File: src/rtl/tile_scheduler.sv
// tile_scheduler: walks an M x N x K tiled matrix-multiply job, issuing one
// start per tile product to the single-tile systolic controller, waiting for
// its done, and presenting tile indices plus accumulation flags to the
// A/B/C buffer address logic. Loop order is K innermost, then N, then M.
module tile_scheduler #(
  parameter int TILE  = 8,
  parameter int DIM_W = 8
) (
  input  logic             clk,
  input  logic             rst,
  input  logic             cfg_valid,
  output logic             cfg_ready,
  input  logic [DIM_W-1:0] cfg_m_tiles,
  input  logic [DIM_W-1:0] cfg_n_tiles,
  input  logic [DIM_W-1:0] cfg_k_tiles,
  input  logic             abort,
  input  logic             ctrl_ready,
  output logic             ctrl_start,
  input  logic             ctrl_done,
  output logic [DIM_W-1:0] tile_m,
  output logic [DIM_W-1:0] tile_n,
  output logic [DIM_W-1:0] tile_k,
  output logic             acc_clear,
  output logic             acc_last,
  output logic             busy,
  output logic             job_done,
  output logic             cfg_err
);

  typedef enum logic [2:0] {
    IDLE   = 3'd0,
    ISSUE  = 3'd1,
    WAIT   = 3'd2,
    NEXT   = 3'd3,
    FINISH = 3'd4
  } state_t;

  localparam logic [DIM_W-1:0] ZERO = {DIM_W{1'b0}};
  localparam logic [DIM_W-1:0] ONE  = {{(DIM_W-1){1'b0}}, 1'b1};

  // TILE only documents the array edge (indices are scaled outside this
  // block); a non-positive edge is meaningless, so it gets a named branch.
  if (TILE < 1) begin : g_tile_invalid
  end

  state_t           state_r;
  logic             issue_r;
  logic [DIM_W-1:0] m_last_r;
  logic [DIM_W-1:0] n_last_r;
  logic [DIM_W-1:0] k_last_r;
  logic             cfg_zero_s;

  // A job with any zero dimension is rejected rather than run.
  assign cfg_zero_s = (cfg_m_tiles == ZERO) || (cfg_n_tiles == ZERO) ||
                      (cfg_k_tiles == ZERO);

  // Start is qualified by the live ctrl_ready so it lands in the very first
  // ISSUE cycle the controller is idle; issue_r itself is a flop.
  assign ctrl_start = issue_r && ctrl_ready;

  // Job sequencing FSM: state, loop indices, accumulation flags and pulses.
  always_ff @(posedge clk or posedge rst) begin
    if (rst) begin
      state_r   <= IDLE;
      issue_r   <= 1'b0;
      cfg_ready <= 1'b1;
      busy      <= 1'b0;
      job_done  <= 1'b0;
      cfg_err   <= 1'b0;
      m_last_r  <= ZERO;
      n_last_r  <= ZERO;
      k_last_r  <= ZERO;
      tile_m    <= ZERO;
      tile_n    <= ZERO;
      tile_k    <= ZERO;
      acc_clear <= 1'b1;
      acc_last  <= 1'b0;
    end else begin
      job_done <= 1'b0;
      cfg_err  <= 1'b0;
      if (abort && (state_r != IDLE)) begin
        // Cancel: any tile already in the controller runs to completion and
        // its done is ignored once back in IDLE.
        state_r   <= IDLE;
        issue_r   <= 1'b0;
        cfg_ready <= 1'b1;
        busy      <= 1'b0;
        tile_m    <= ZERO;
        tile_n    <= ZERO;
        tile_k    <= ZERO;
        acc_clear <= 1'b1;
        acc_last  <= 1'b0;
      end else begin
        case (state_r)
          IDLE: begin
            if (cfg_valid) begin
              if (cfg_zero_s) begin
                cfg_err <= 1'b1;
              end else begin
                m_last_r  <= cfg_m_tiles - ONE;
                n_last_r  <= cfg_n_tiles - ONE;
                k_last_r  <= cfg_k_tiles - ONE;
                tile_m    <= ZERO;
                tile_n    <= ZERO;
                tile_k    <= ZERO;
                acc_clear <= 1'b1;
                acc_last  <= (cfg_k_tiles == ONE);
                state_r   <= ISSUE;
                issue_r   <= 1'b1;
                cfg_ready <= 1'b0;
                busy      <= 1'b1;
              end
            end
          end
          ISSUE: begin
            if (ctrl_ready) begin
              state_r <= WAIT;
              issue_r <= 1'b0;
            end
          end
          WAIT: begin
            if (ctrl_done) begin
              state_r <= NEXT;
            end
          end
          NEXT: begin
            if (tile_k != k_last_r) begin
              tile_k    <= tile_k + ONE;
              acc_clear <= 1'b0;
              acc_last  <= ((tile_k + ONE) == k_last_r);
              state_r   <= ISSUE;
              issue_r   <= 1'b1;
            end else if (tile_n != n_last_r) begin
              tile_k    <= ZERO;
              tile_n    <= tile_n + ONE;
              acc_clear <= 1'b1;
              acc_last  <= (k_last_r == ZERO);
              state_r   <= ISSUE;
              issue_r   <= 1'b1;
            end else if (tile_m != m_last_r) begin
              tile_k    <= ZERO;
              tile_n    <= ZERO;
              tile_m    <= tile_m + ONE;
              acc_clear <= 1'b1;
              acc_last  <= (k_last_r == ZERO);
              state_r   <= ISSUE;
              issue_r   <= 1'b1;
            end else begin
              // Last tile finished: indices hold, they never wrap.
              state_r  <= FINISH;
              job_done <= 1'b1;
            end
          end
          FINISH: begin
            state_r   <= IDLE;
            cfg_ready <= 1'b1;
            busy      <= 1'b0;
          end
          default: begin
            state_r   <= IDLE;
            issue_r   <= 1'b0;
            cfg_ready <= 1'b1;
            busy      <= 1'b0;
          end
        endcase
      end
    end
  end

endmodule

File: config.mk
export PLATFORM = sky130hd
export DESIGN_NAME = tile_scheduler
export DESIGN_NICKNAME = d
export VERILOG_FILES = /design/src/rtl/tile_scheduler.sv
export SDC_FILE = /design/constraint.sdc
export NUM_CORES = 1
export LEC_CHECK = 0
export CAP_MARGIN = 20
export CORE_MARGIN = 1
export CORE_UTILIZATION = 33
export DETAILED_ROUTE_END_ITERATION = 8
export HOLD_SLACK_MARGIN = 0.15
export PLACE_DENSITY_LB_ADDON = 0.15
export SLEW_MARGIN = 15
export SYNTH_ARGS = -nofsm -noshare
export SYNTH_HDL_FRONTEND = slang
export SYNTH_SLANG_ARGS = --single-unit
File: constraint.sdc
create_clock -name clk -period 2.63 [get_ports clk]
set_input_delay 0.526 -clock clk [delete_from_list [all_inputs] [get_ports clk]]
set_output_delay 0.526 -clock clk [all_outputs]
set_load 0.01 [all_outputs]
==> metrics.txt <==
# TYPE chip_impl_metric gauge
chip_impl_metric{name="design.die.area",unit="um2"} 11100
chip_impl_metric{name="synthesis.area_per_instance",unit="um2"} 9.07
chip_impl_metric{name="cts.path.max_buffers",unit=""} 2
chip_impl_metric{name="wl_met1",unit="um"} 4230
chip_impl_metric{name="static-leakage-power",unit="nW"} 2.21
chip_impl_metric{name="met2_length",unit="um"} 4280
chip_impl_metric{name="port_buffers",unit=""} 60
chip_impl_metric{name="grt_pass1_wl",unit="um"} 14700
chip_impl_metric{name="synth.cell_area",unit="um2"} 3520
chip_impl_info{name="netlist_top_cells_count",value="56 x dfrtp_1, 39 x nand2_1, 28 x xnor2_1"} 1
chip_impl_metric{name="yosysWarningCount",unit=""} 0
chip_impl_metric{name="insertion_delay",unit="ns"} 0.35
chip_impl_info{name="startpoint_type",value="flip-flop"} 1
chip_impl_metric{name="seq_total_area_yosys",unit="%"} 41.3
chip_impl_info{name="tritoncts_clock_tree",value="yes"} 1
chip_impl_metric{name="via_count",unit=""} 3221
chip_impl_metric{name="diodes",unit=""} 0
chip_impl_metric{name="placeableCoreArea",unit="um2"} 10300
chip_impl_metric{name="finalWirelength",unit="um"} 9000
chip_impl_metric{name="achievable-frequency",unit="MHz"} 382
chip_impl_info{name="dominantRegCellSynth",value="dfrtp_1"} 1
chip_impl_metric{name="final_cell_count_no_fill",unit=""} 645
chip_impl_info{name="timing_worst_setup_path_type",value="flip-flop to flip-flop"} 1
chip_impl_info{name="area_contributors_post_synth",value="dfrtp_1 40%, xnor2_1 7.0%, xor2_1 5.0%, nand2_1 4.2%, o21ai_0 3.7%"} 1
chip_impl_metric{name="pwrdens",unit="nW/um2"} 684
chip_impl_metric{name="async_set_or_reset_register_ratio_after_synthesis",unit="%"} 100
chip_impl_metric{name="final_min_period_over_clock_period",unit="%"} 99.5
chip_impl_metric{name="finalNetCount",unit=""} 544
chip_impl_metric{name="antenna_left",unit=""} 0
chip_impl_metric{name="report.final.setup_viol",unit=""} 0
chip_impl_metric{name="yosys_register_bits",unit=""} 58
chip_impl_metric{name="dp_cells",unit=""} 621
chip_impl_info{name="reg_to_reg_endpoint",value="tile_n[0]$_DFFE_PP0P_"} 1
chip_impl_info{name="ctsRootBufferMaster",value="clkbuf_8"} 1
chip_impl_metric{name="route.detailed.vias_per_inst",unit=""} 4.99
chip_impl_metric{name="path_max_fanout",unit=""} 3
chip_impl_metric{name="synthDominantCellAreaShare",unit="%"} 39.8
chip_impl_metric{name="vdd.ir_drop.worst",unit="mV"} 0.272
chip_impl_metric{name="worst_reg2reg_path_length_in_cells",unit=""} 7
chip_impl_info{name="run_status",value="completed"} 1
chip_impl_info{name="highest-signal-layer",value="met4"} 1
chip_impl_metric{name="drtIter0Drc",unit=""} 114
chip_impl_metric{name="chipWidth",unit="um"} 105
chip_impl_metric{name="worst_ep_arrival_time",unit="ns"} 2.84
chip_impl_metric{name="finalWeightedCongestion",unit=""} 0.815
chip_impl_metric{name="detail_route.wl_per_cell",unit="um"} 14.0
chip_impl_metric{name="grt_use_total",unit="%"} 16.9
chip_impl_metric{name="hold-worst-slack",unit="ns"} 0.461
chip_impl_metric{name="post_route_drc_violation_count",unit=""} 0
chip_impl_metric{name="pwr-share-seq",unit="%"} 38.5
chip_impl_metric{name="placementRows",unit=""} 37
chip_impl_metric{name="floorplan.initialDensity",unit="%"} 34.1
chip_impl_metric{name="detailedPlace.worstSlack",unit="ns"} -0.391
chip_impl_metric{name="htree_num_levels",unit=""} 3
chip_impl_metric{name="syn-num-nets",unit=""} 428
chip_impl_metric{name="overall_die_height",unit="um"} 105
chip_impl_info{name="grt_setup_unrepaired",value="true"} 1
chip_impl_info{name="regToRegStartpoint",value="k_last_r[3]$_DFFE_PP0P_"} 1
chip_impl_metric{name="hold_fix_buffers_at_cts",unit=""} 0
chip_impl_info{name="leading_area_contributor_after_synthesis",value="dfrtp_1"} 1
chip_impl_info{name="min_path_type",value="flip-flop to flip-flop"} 1
chip_impl_metric{name="internal_power",unit="W"} 0.00218
chip_impl_metric{name="grt_overflow_total",unit=""} 0
chip_impl_metric{name="synth_enable_flop_cells",unit=""} 0
chip_impl_metric{name="io_pins",unit=""} 61
chip_impl_metric{name="signed_area_change_from_the_synthesized_netlist_to_the_final_layout",unit="%"} 42.8
chip_impl_metric{name="period_needed",unit="ns"} 2.62
chip_impl_metric{name="r2r_slack",unit="ns"} 0.01
chip_impl_metric{name="place_hpwl",unit="um"} 6710
chip_impl_metric{name="critPathRequiredTime",unit="ns"} 2.86
chip_impl_metric{name="worst_clock_skew",unit="ns"} 0.0126
chip_impl_metric{name="hold_violations",unit=""} 0
chip_impl_info{name="synth.most_common_cell",value="dfrtp_1"} 1
chip_impl_metric{name="drt_pre_antenna_iters",unit=""} 4
chip_impl_metric{name="largest_net_degree_at_the_start_of_global_routing",unit=""} 51
chip_impl_metric{name="synthesis.instances",unit=""} 388
chip_impl_metric{name="setup_slack",unit="ns"} 0.0145
chip_impl_metric{name="final_layout_size_suffix_gt1_share",unit="%"} 22.8
chip_impl_metric{name="report.power.total",unit="W"} 0.00344
chip_impl_metric{name="cts_sinks",unit=""} 58
chip_impl_metric{name="worst-slew-pin-transition",unit="ns"} 0.687
chip_impl_metric{name="worst_setup_hold_path_clk_slew",unit="ns"} 0.06
chip_impl_metric{name="yosys.cell_types.count",unit=""} 48
chip_impl_metric{name="switching_share",unit="%"} 36.6
chip_impl_info{name="timing.hold.worst.start",value="acc_clear$_DFFE_PP1P_"} 1
chip_impl_metric{name="clock_network_fraction_of_total_power",unit="%"} 21.9
chip_impl_metric{name="min_delay_path_depth",unit=""} 2
chip_impl_metric{name="grt_pass1_vias",unit=""} 3075
chip_impl_metric{name="max-cap-violations",unit=""} 0
chip_impl_metric{name="slew_headroom",unit="%"} 53.8
chip_impl_metric{name="routed_wire_length_on_met3",unit="um"} 341
chip_impl_metric{name="timing_max_transition_violations_final",unit=""} 0
chip_impl_metric{name="antenna_found_initial",unit=""} 0
chip_impl_metric{name="power.share.combinational",unit="%"} 39.5
chip_impl_metric{name="net_switching_component_of_the_power",unit="W"} 0.00126
chip_impl_info{name="endpoint_of_the_worst_hold_path",value="acc_clear$_DFFE_PP1P_"} 1
chip_impl_info{name="critPathCaptureType",value="flip-flop"} 1
chip_impl_metric{name="post-route-util",unit="%"} 48.7
chip_impl_metric{name="cts_made_buffers",unit=""} 9
-- worst max-delay path: stages, from the launching register on --
cell and delay (ns):
dfrtp_2 0.44, xor2_2 0.19, or4b_4 0.53, or4_4 0.57
buf_12 0.15, o31ai_4 0.22, nor2_2 0.10, mux2_4 0.30
-- flip-flops by register name, summed over array words and instances (netlist names) --
name       count
acc_last       1
tile_k         8
tile_n         8
n_last_r       8
job_done       1
m_last_r       8
acc_clear      1
cfg_ready      1
cfg_err        1
issue_r        1
tile_m         8
k_last_r       8
state_r        3
busy           1
-- per-layer routing --
metal	vias up	track usage, %
li1	1616	-
met1	1518	22.3
met2	75	27.4
met3	12	2.84
met4	0	6.84
met5	-	0
-- worst max-delay path by stage --
stage	from	to	slack, ns	cells after the start
6_report	k_last_r[3]$_DFFE_PP0P_	tile_n[0]$_DFFE_PP0P_	0.01	7
5_1_grt	k_last_r[3]$_DFFE_PP0P_	tile_n[4]$_DFFE_PP0P_	-0.07	8
4_1_cts	cfg_n_tiles[0]	tile_n[5]$_DFFE_PP0P_	0.05	9
3_5_place_dp	cfg_n_tiles[0]	tile_k[4]$_DFFE_PP0P_	-0.39	8
3_3_place_gp	cfg_n_tiles[0]	tile_n[5]$_DFFE_PP0P_	-0.34	9
2_1_floorplan	tile_k[2]$_DFFE_PP0P_	tile_m[6]$_DFFE_PP0P_	0.07	8
-- area by class of cell --
| cell class | instances | area [um2] |
|---|---|---|
| timing repair buffer | 122 | 1120 |
| sequential | 58 | 1460 |
| inverter | 17 | 63.8 |
| fill | 1006 | 5300 |
| multi-input combinational | 296 | 2040 |
| clock inverter | 3 | 15.0 |
| tap | 136 | 170 |
| clock buffer | 13 | 159 |
-- cells by family after synthesis --
group                      after synthesis  share of synthesized area (%)
muxes                                    4                           1.42
buffers and inverters                   34                           3.98
xor gates and xnor gates                48                           11.9
and+or+nand+nor                        142                           21.3
adders and majority gates               10                           3.55
DFF                                     58                           41.3
AOI/OAI and AO/OA                       92                           16.5
-- metrics by stage --
step | TNS [ns] | area (um2)
after global placement | -7.42 | 4650
after detailed placement | -9.23 | 4650
final | 0 | 5030
after global routing | -0.493 | 5030
after floorplan | 0 | 3520
after CTS | 0 | 4830
-- power by group through the flow --
stage	clock network, W	registers (W)	logic, W
5_1_grt	0.000805	0.00136	0.00151
2_1_floorplan	0	0.00128	0.000818
3_3_place_gp	0	0.00134	0.00122
6_report	0.000754	0.00133	0.00136
4_1_cts	0.000768	0.00133	0.00126
3_5_place_dp	0	0.00135	0.00124
-- timing repair --
action | 4_1_cts | 5_1_grt
gates resized for setup | 1 | 31
setup endpoints to repair | 6 | 12
pin swaps | 0 | 14
buffers inserted | 0 | 8
endpoints found under the hold margin | 0 | 0
-- cells in the final DEF, fill, tap and decap left out, types with 15 or more instances in the layout --
cell type	n
xnor2_1	27
nand2_1	39
buf_4	56
dfrtp_1	54
inv_1	15
o21ai_0	26
clkdlybuf4s50_1	57
xor2_1	19
nor2_1	22
No activity file was read; power rests on OpenSTA's default activity.
